$ cat config.mk
export PLATFORM = sky130hd
export DESIGN_NAME = mul_div_unit_flat
export DESIGN_NICKNAME = d
export VERILOG_FILES = /design/src/rtl/mul_div_pkg.sv /design/src/rtl/mul_div_unit_if.sv /design/src/rtl/mul_div_step.sv /design/src/rtl/mul_div_unit.sv /design/src/flat_wrapper.sv
export SDC_FILE = /design/constraint.sdc
export NUM_CORES = 1
export LEC_CHECK = 0
export CORE_ASPECT_RATIO = 1.5
export CORE_MARGIN = 3
export CORE_UTILIZATION = 60
export DETAILED_ROUTE_END_ITERATION = 7
export DONT_BUFFER_PORTS = 1
export MAX_ROUTING_LAYER = met4
export PLACE_DENSITY = 0.78
export SYNTH_ARGS = -nofsm -noshare
export SYNTH_HDL_FRONTEND = slang
export SYNTH_SLANG_ARGS = --single-unit
$ cat constraint.sdc
create_clock -name clk -period 3.2 [get_ports clk]
set_input_delay 0.32 -clock clk [delete_from_list [all_inputs] [get_ports clk]]
set_output_delay 0.32 -clock clk [all_outputs]
set_load 0.02 [all_outputs]
$ cat src/rtl/mul_div_pkg.sv
// Shared constants for the multi-cycle multiply/divide engine.
package mul_div_pkg;
  localparam int MD_DATA_W = 16;
  localparam int MD_ADDR_W = 3;

  localparam logic [1:0] S_IDLE = 2'd0;
  localparam logic [1:0] S_RUN  = 2'd1;
  localparam logic [1:0] S_WB   = 2'd2;

  localparam logic OP_MUL = 1'b0;
  localparam logic OP_DIV = 1'b1;

  localparam logic [MD_DATA_W-1:0] DIV0_QUOT = 16'hFFFF;
endpackage

$ cat src/rtl/mul_div_unit_if.sv
// Request port plus the regfile write-port pair driven by mul_div_unit.
interface mul_div_unit_if import mul_div_pkg::*; #(
  parameter int DATA_W = MD_DATA_W,
  parameter int ADDR_W = MD_ADDR_W
);
  logic              start;
  logic              op;
  logic [DATA_W-1:0] opA;
  logic [DATA_W-1:0] opB;
  logic [ADDR_W-1:0] dstAddr;
  logic              busy;
  logic              done;
  logic              divByZero;
  logic              wr;
  logic [ADDR_W-1:0] wrAddr;
  logic [DATA_W-1:0] wrData;
  logic              wrR15;
  logic [DATA_W-1:0] wrDataR15;

  modport master (
    output start, op, opA, opB, dstAddr,
    input  busy, done, divByZero, wr, wrAddr, wrData, wrR15, wrDataR15
  );
  modport slave (
    input  start, op, opA, opB, dstAddr,
    output busy, done, divByZero, wr, wrAddr, wrData, wrR15, wrDataR15
  );
endinterface

$ cat src/rtl/mul_div_step.sv
// One shift-add multiply or restoring-divide iteration on the {hi,lo} accumulator.
module mul_div_step import mul_div_pkg::*; #(
  parameter int DATA_W = MD_DATA_W
) (
  input  logic                op,
  input  logic [DATA_W-1:0]   opnd,
  input  logic [2*DATA_W-1:0] acc,
  output logic [2*DATA_W-1:0] accNxt
);
  logic [DATA_W-1:0] hi, lo, diffLo;
  logic [DATA_W:0]   sum, pr;
  logic              borrow;

  assign hi = acc[2*DATA_W-1:DATA_W];
  assign lo = acc[DATA_W-1:0];

  // Multiply: lo holds the multiplier, shifted out LSB-first as product bits shift in.
  assign sum = {1'b0, hi} + (lo[0] ? {1'b0, opnd} : '0);

  // Divide: hi is the remainder, lo the dividend that becomes the quotient.
  // Remainder is always below the divisor, so the difference fits in DATA_W bits.
  assign pr     = {hi, lo[DATA_W-1]};
  assign borrow = pr < {1'b0, opnd};
  assign diffLo = pr[DATA_W-1:0] - opnd;

  always_comb begin
    accNxt = {sum, lo[DATA_W-1:1]};
    if (op == OP_DIV)
      accNxt = {(borrow ? pr[DATA_W-1:0] : diffLo), lo[DATA_W-2:0], ~borrow};
  end
endmodule

$ cat src/rtl/mul_div_unit.sv
// 16-bit unsigned multi-cycle multiply/divide engine feeding the regfile write pair.
module mul_div_unit import mul_div_pkg::*; #(
  parameter int DATA_W = MD_DATA_W,
  parameter int ADDR_W = MD_ADDR_W,
  parameter int ITER   = DATA_W
) (
  input logic          clk,
  input logic          rst,
  mul_div_unit_if.slave bus
);
  localparam int CNT_W = (ITER > 1) ? $clog2(ITER) : 1;

  logic [1:0]          state, stateNxt;
  logic                opReg, dz, isDz, lastIter;
  logic [DATA_W-1:0]   opnd;
  logic [ADDR_W-1:0]   dstReg;
  logic [CNT_W-1:0]    cnt;
  logic [2*DATA_W-1:0] acc, accNxt;

  assign isDz     = (bus.op == OP_DIV) && (bus.opB == '0);
  assign lastIter = cnt == CNT_W'(ITER-1);

  mul_div_step #(.DATA_W(DATA_W)) u_step (
    .op(opReg), .opnd(opnd), .acc(acc), .accNxt(accNxt)
  );

  always_comb begin
    stateNxt = state;
    case (state)
      S_IDLE:  if (bus.start) stateNxt = isDz ? S_WB : S_RUN;
      S_RUN:   if (lastIter) stateNxt = S_WB;
      S_WB:    stateNxt = S_IDLE;
      default: stateNxt = S_IDLE;
    endcase
  end

  always_ff @(posedge clk or posedge rst) begin
    if (rst) begin
      state         <= S_IDLE;
      opReg         <= OP_MUL;
      dz            <= 1'b0;
      opnd          <= '0;
      dstReg        <= '0;
      cnt           <= '0;
      acc           <= '0;
      bus.busy      <= 1'b0;
      bus.done      <= 1'b0;
      bus.divByZero <= 1'b0;
      bus.wr        <= 1'b0;
      bus.wrR15     <= 1'b0;
      bus.wrAddr    <= '0;
      bus.wrData    <= '0;
      bus.wrDataR15 <= '0;
    end else begin
      state <= stateNxt;
      // Strobes are registered from WB, so busy also covers the cycle they are out.
      bus.busy      <= (stateNxt != S_IDLE) || (state == S_WB);
      bus.done      <= state == S_WB;
      bus.wr        <= state == S_WB;
      bus.wrR15     <= (state == S_WB) && (dstReg != '0);
      bus.divByZero <= (state == S_WB) && dz;

      if (state == S_IDLE && bus.start) begin
        opReg  <= bus.op;
        dz     <= isDz;
        dstReg <= bus.dstAddr;
        cnt    <= '0;
        opnd   <= (bus.op == OP_DIV) ? bus.opB : bus.opA;
        acc    <= {{DATA_W{1'b0}}, ((bus.op == OP_DIV) ? bus.opA : bus.opB)};
      end else if (state == S_RUN) begin
        acc <= accNxt;
        cnt <= cnt + 1'b1;
      end

      // On divide-by-zero the untouched dividend still sits in acc low.
      if (state == S_WB) begin
        bus.wrAddr    <= dstReg;
        bus.wrData    <= dz ? DATA_W'(DIV0_QUOT) : acc[DATA_W-1:0];
        bus.wrDataR15 <= dz ? acc[DATA_W-1:0] : acc[2*DATA_W-1:DATA_W];
      end
    end
  end
endmodule

$ cat src/flat_wrapper.sv
// flat-port wrapper written by rule: the top's interface ports become plain ports
module mul_div_unit_flat import mul_div_pkg::*;
#(
  parameter int DATA_W = MD_DATA_W,
  parameter int ADDR_W = MD_ADDR_W,
  parameter int ITER   = DATA_W
)
  (clk, rst, bus_start, bus_op, bus_opA, bus_opB, bus_dstAddr, bus_busy, bus_done, bus_divByZero, bus_wr, bus_wrAddr, bus_wrData, bus_wrR15, bus_wrDataR15);
  mul_div_unit_if #(.DATA_W(DATA_W), .ADDR_W(ADDR_W)) bus_i ();
  input logic clk;
  input logic rst;
  input wire logic [$bits(bus_i.start)-1:0] bus_start;
  input wire logic [$bits(bus_i.op)-1:0] bus_op;
  input wire logic [$bits(bus_i.opA)-1:0] bus_opA;
  input wire logic [$bits(bus_i.opB)-1:0] bus_opB;
  input wire logic [$bits(bus_i.dstAddr)-1:0] bus_dstAddr;
  output wire logic [$bits(bus_i.busy)-1:0] bus_busy;
  output wire logic [$bits(bus_i.done)-1:0] bus_done;
  output wire logic [$bits(bus_i.divByZero)-1:0] bus_divByZero;
  output wire logic [$bits(bus_i.wr)-1:0] bus_wr;
  output wire logic [$bits(bus_i.wrAddr)-1:0] bus_wrAddr;
  output wire logic [$bits(bus_i.wrData)-1:0] bus_wrData;
  output wire logic [$bits(bus_i.wrR15)-1:0] bus_wrR15;
  output wire logic [$bits(bus_i.wrDataR15)-1:0] bus_wrDataR15;
  assign bus_i.start = bus_start;
  assign bus_i.op = bus_op;
  assign bus_i.opA = bus_opA;
  assign bus_i.opB = bus_opB;
  assign bus_i.dstAddr = bus_dstAddr;
  assign bus_busy = bus_i.busy;
  assign bus_done = bus_i.done;
  assign bus_divByZero = bus_i.divByZero;
  assign bus_wr = bus_i.wr;
  assign bus_wrAddr = bus_i.wrAddr;
  assign bus_wrData = bus_i.wrData;
  assign bus_wrR15 = bus_i.wrR15;
  assign bus_wrDataR15 = bus_i.wrDataR15;
  mul_div_unit #(.DATA_W(DATA_W), .ADDR_W(ADDR_W), .ITER(ITER)) u_core (.clk(clk), .rst(rst), .bus(bus_i));
endmodule
==> out/qor.yml <==
status: "completed"
fin_nets: 769
wire_per_inst_um: 19.0
drv_slew: 0
wl_met3_um: 816
synth_area_um2: 6220
dieArea_um2: 11700
crit_buf_inv: 0
synth_fa_ha_area_frac: 0.0728
synth_cell_types: 55
cp_cell_sequence: "and2_1 > ha_1 > o21ai_0 > o31a_1 > o41ai_2 > o221ai_2 > o21ai_1 > a31oi_1 > mux2_2 > a221o_1"
worstSkewPairLatency_ns: 0.35
cts.reportedPaths.clkPinSlew_ns: 0.07
synth_warnings: 0
wl_met1_um: 6190
synth_seq_area_share: 0.394
place_area_um2: 6330
syn_inst: 707
clock-sinks: 98
period_needed_ns: 3.05
dieHeight_um: 131
io_pins: 79
dp_hpwl_um: 11500
area_growth_pct: 7.14
coreArea_um2: 9910
grt_pass1_wl_um: 24000
crit_required_ns: 3.43
layout_commonest_cell: "nand2_1"
cts_root_buffer: "clkbuf_16"
antenna_left: 0
yosys.area.top_type_share: 0.394
diodes: 0
stdcell_area_um2: 6670
synth_edf_count: 0
cts_tree: "built"
top_layer: "met4"
cpPeakStageDelay_ns: 0.49
worst_pin_slew_ns: 0.988
ys_seq_elements: 98
crit_family: "compound AO/OA/AOI/OAI gates"
overflow: 0
htree_levels: 3
routed_via_density: 6.31
cap_viol_max_count: 0
syn_area_per_cell_um2: 8.80
cts_setup_buffers: 0
dp_cells: 798
worstSetupPathType: "reg -> reg"
crit_path_start_kind: "register"
final_layout_size_suffix_gt1_frac: 0.0957
synth.largest_area_cell: "dfrtp_1"
async_flop_share: 1.00
tns_ns: 0
routed_wl_um: 15500
setup_viol_count_final: 0
synth-compound-area-share: 0.183
fin_crit_sh: 0.954
arrival_ns: 3.28
synthFlopType: "dfrtp_1"
dr.pass1.iters: 5
synthTopCellsByArea: "dfrtp_1, mux2i_1, nand2_1"
met2_length_um: 7870
rsz0062_at_grt: "no"
first_global_vias: 4927
synth_top_family_by_area: "compound AO/OA/AOI/OAI gates"
hold_class: "in -> reg"
first_iter_violations: 309
critPathCaptureType: "register"
layoutNonFillerInstCount: 815
final_cell_mix: "nand2_1, dfrtp_1, o21ai_0"
p_leak_nw: 3.14
cts_made_buffers: 9
clock_path_buffers: 2
relSlewSlack: 0.342
p_per_area_nw_per_um2: 1020
synthXorXnorAreaFrac: 0.0267
final_core_util: 0.673
initial_core_util: 0.628
syn_nets: 781
fmax_ghz: 0.328
portBuffers: 0
clock_skew_ns: 0.00934
ir_worst_vdd_uv: 470
drcViolationCount: 0
finalWeightedCongestion: 0.925
yosys.area_share.simple: 0.155
grt_max_degree: 53
timing.hold.ws_ns: 0.0819
grtUsageTotal: 0.274
finalHoldViolCount: 0
vias: 5142
worstPathMaxFanout: 11
die_w_um: 89.2
row_count: 44
synth_mux_area_frac: 0.124
antenna_found_initial: 0
critPathSlowestCell: "dfrtp_2"
==> stage by stage <==
stage          setup WS [ns]  power (mW)
4_1_cts               0.0161        6.69
6_report               0.148        6.79
3_3_place_gp           0.102        5.47
5_1_grt               0.0161        7.25
3_5_place_dp          0.0413        5.60
2_1_floorplan          0.298        4.77
==> layout make-up <==
class                      instances  area (um^2)
sequential                        98         2450
tap                              115          144
inverter                          31          119
timing repair buffer              16          123
clock inverter                     7         61.3
multi-input combinational        539         3540
clock buffer                       9          225
fill                             787         3240
==> flip-flops by register name, indices dropped and copies added (netlist names), 2 cells and up <==
signal / cells
u_core.cnt: 4
u_core.bus.wrAddr: 3
u_core.state: 2
u_core.dstReg: 3
u_core.opnd: 16
u_core.bus.wrData: 16
u_core.bus.wrDataR15: 16
u_core.acc: 32
==> repair_timing <==
item,CTS,global route
hold buffers,1,0
hold endpoints to repair,37,0
endpoints found under the setup margin,0,6
resized for setup,0,8
==> cells by family after synthesis <==
logic type | count (synthesis)
simple gates | 222
compound gates | 188
flops | 98
mux | 75
buf+inv | 70
fa+ha+maj | 35
xor+xnor | 19
==> report_power, final <==
group	internal, mW	switching [mW]
combinational	1.57	1.90
clock	0.543	0.514
sequential	1.65	0.611
==> final timing paths <==
| kind | startpoint | endpoint | slack [ns] | depth (start not counted) |
|---|---|---|---|---|
| setup / recovery | u_core.acc[0]$_DFFE_PP0P_ | u_core.acc[30]$_DFFE_PP0P_ | 0.15 | 10 |
| hold / removal | bus_dstAddr[2] | u_core.dstReg[2]$_DFFE_PP0P_ | 0.08 | 2 |
| setup reg to reg | u_core.acc[0]$_DFFE_PP0P_ | u_core.acc[30]$_DFFE_PP0P_ | 0.15 | 10 |
| hold reg to reg | u_core.cnt[3]$_DFFE_PP0P_ | u_core.cnt[3]$_DFFE_PP0P_ | 0.49 | 1 |
| max in group asynchronous | rst | u_core.acc[13]$_DFFE_PP0P_ | 1.92 | 3 |
| min in group asynchronous | rst | u_core.bus.wrDataR15[1]$_DFFE_PP0P_ | 0.49 | 2 |
==> routing by layer <==
layer | GRT usage | up-vias
met4 | 0.125 | 0
met5 | - | -
met2 | 0.455 | 179
met1 | 0.331 | 2470
li1 | - | 2451
met3 | 0.0307 | 42
==> Yosys cell counts (all sizes together), types with 2 or more instances <==
| cell type | number |
|---|---|
| and3 | 2 |
| a211o | 3 |
| clkbuf | 32 |
| o21a | 6 |
| nor2 | 40 |
| o31ai | 3 |
| a21oi | 36 |
| mux2i | 58 |
| a31oi | 4 |
| o21ai | 90 |
| nand2b | 4 |
| o21bai | 4 |
| nand2 | 128 |
| nor4 | 3 |
| ha | 33 |
| xnor2 | 12 |
| nand4 | 2 |
| nand3 | 4 |
| o22ai | 2 |
| a221o | 3 |
| a21o | 4 |
| mux2 | 17 |
| or3 | 3 |
| dfrtp | 98 |
| a2111oi | 2 |
| fa | 2 |
| nor3 | 6 |
| nor2b | 5 |
| a22oi | 5 |
| a211oi | 8 |
| o221ai | 5 |
| o31a | 4 |
| and2 | 17 |
| buf | 7 |
| inv | 31 |
| or2 | 4 |
| o311a | 2 |
| o41ai | 2 |
| xor2 | 7 |
Note: power is estimated with default switching activity, not from simulation.
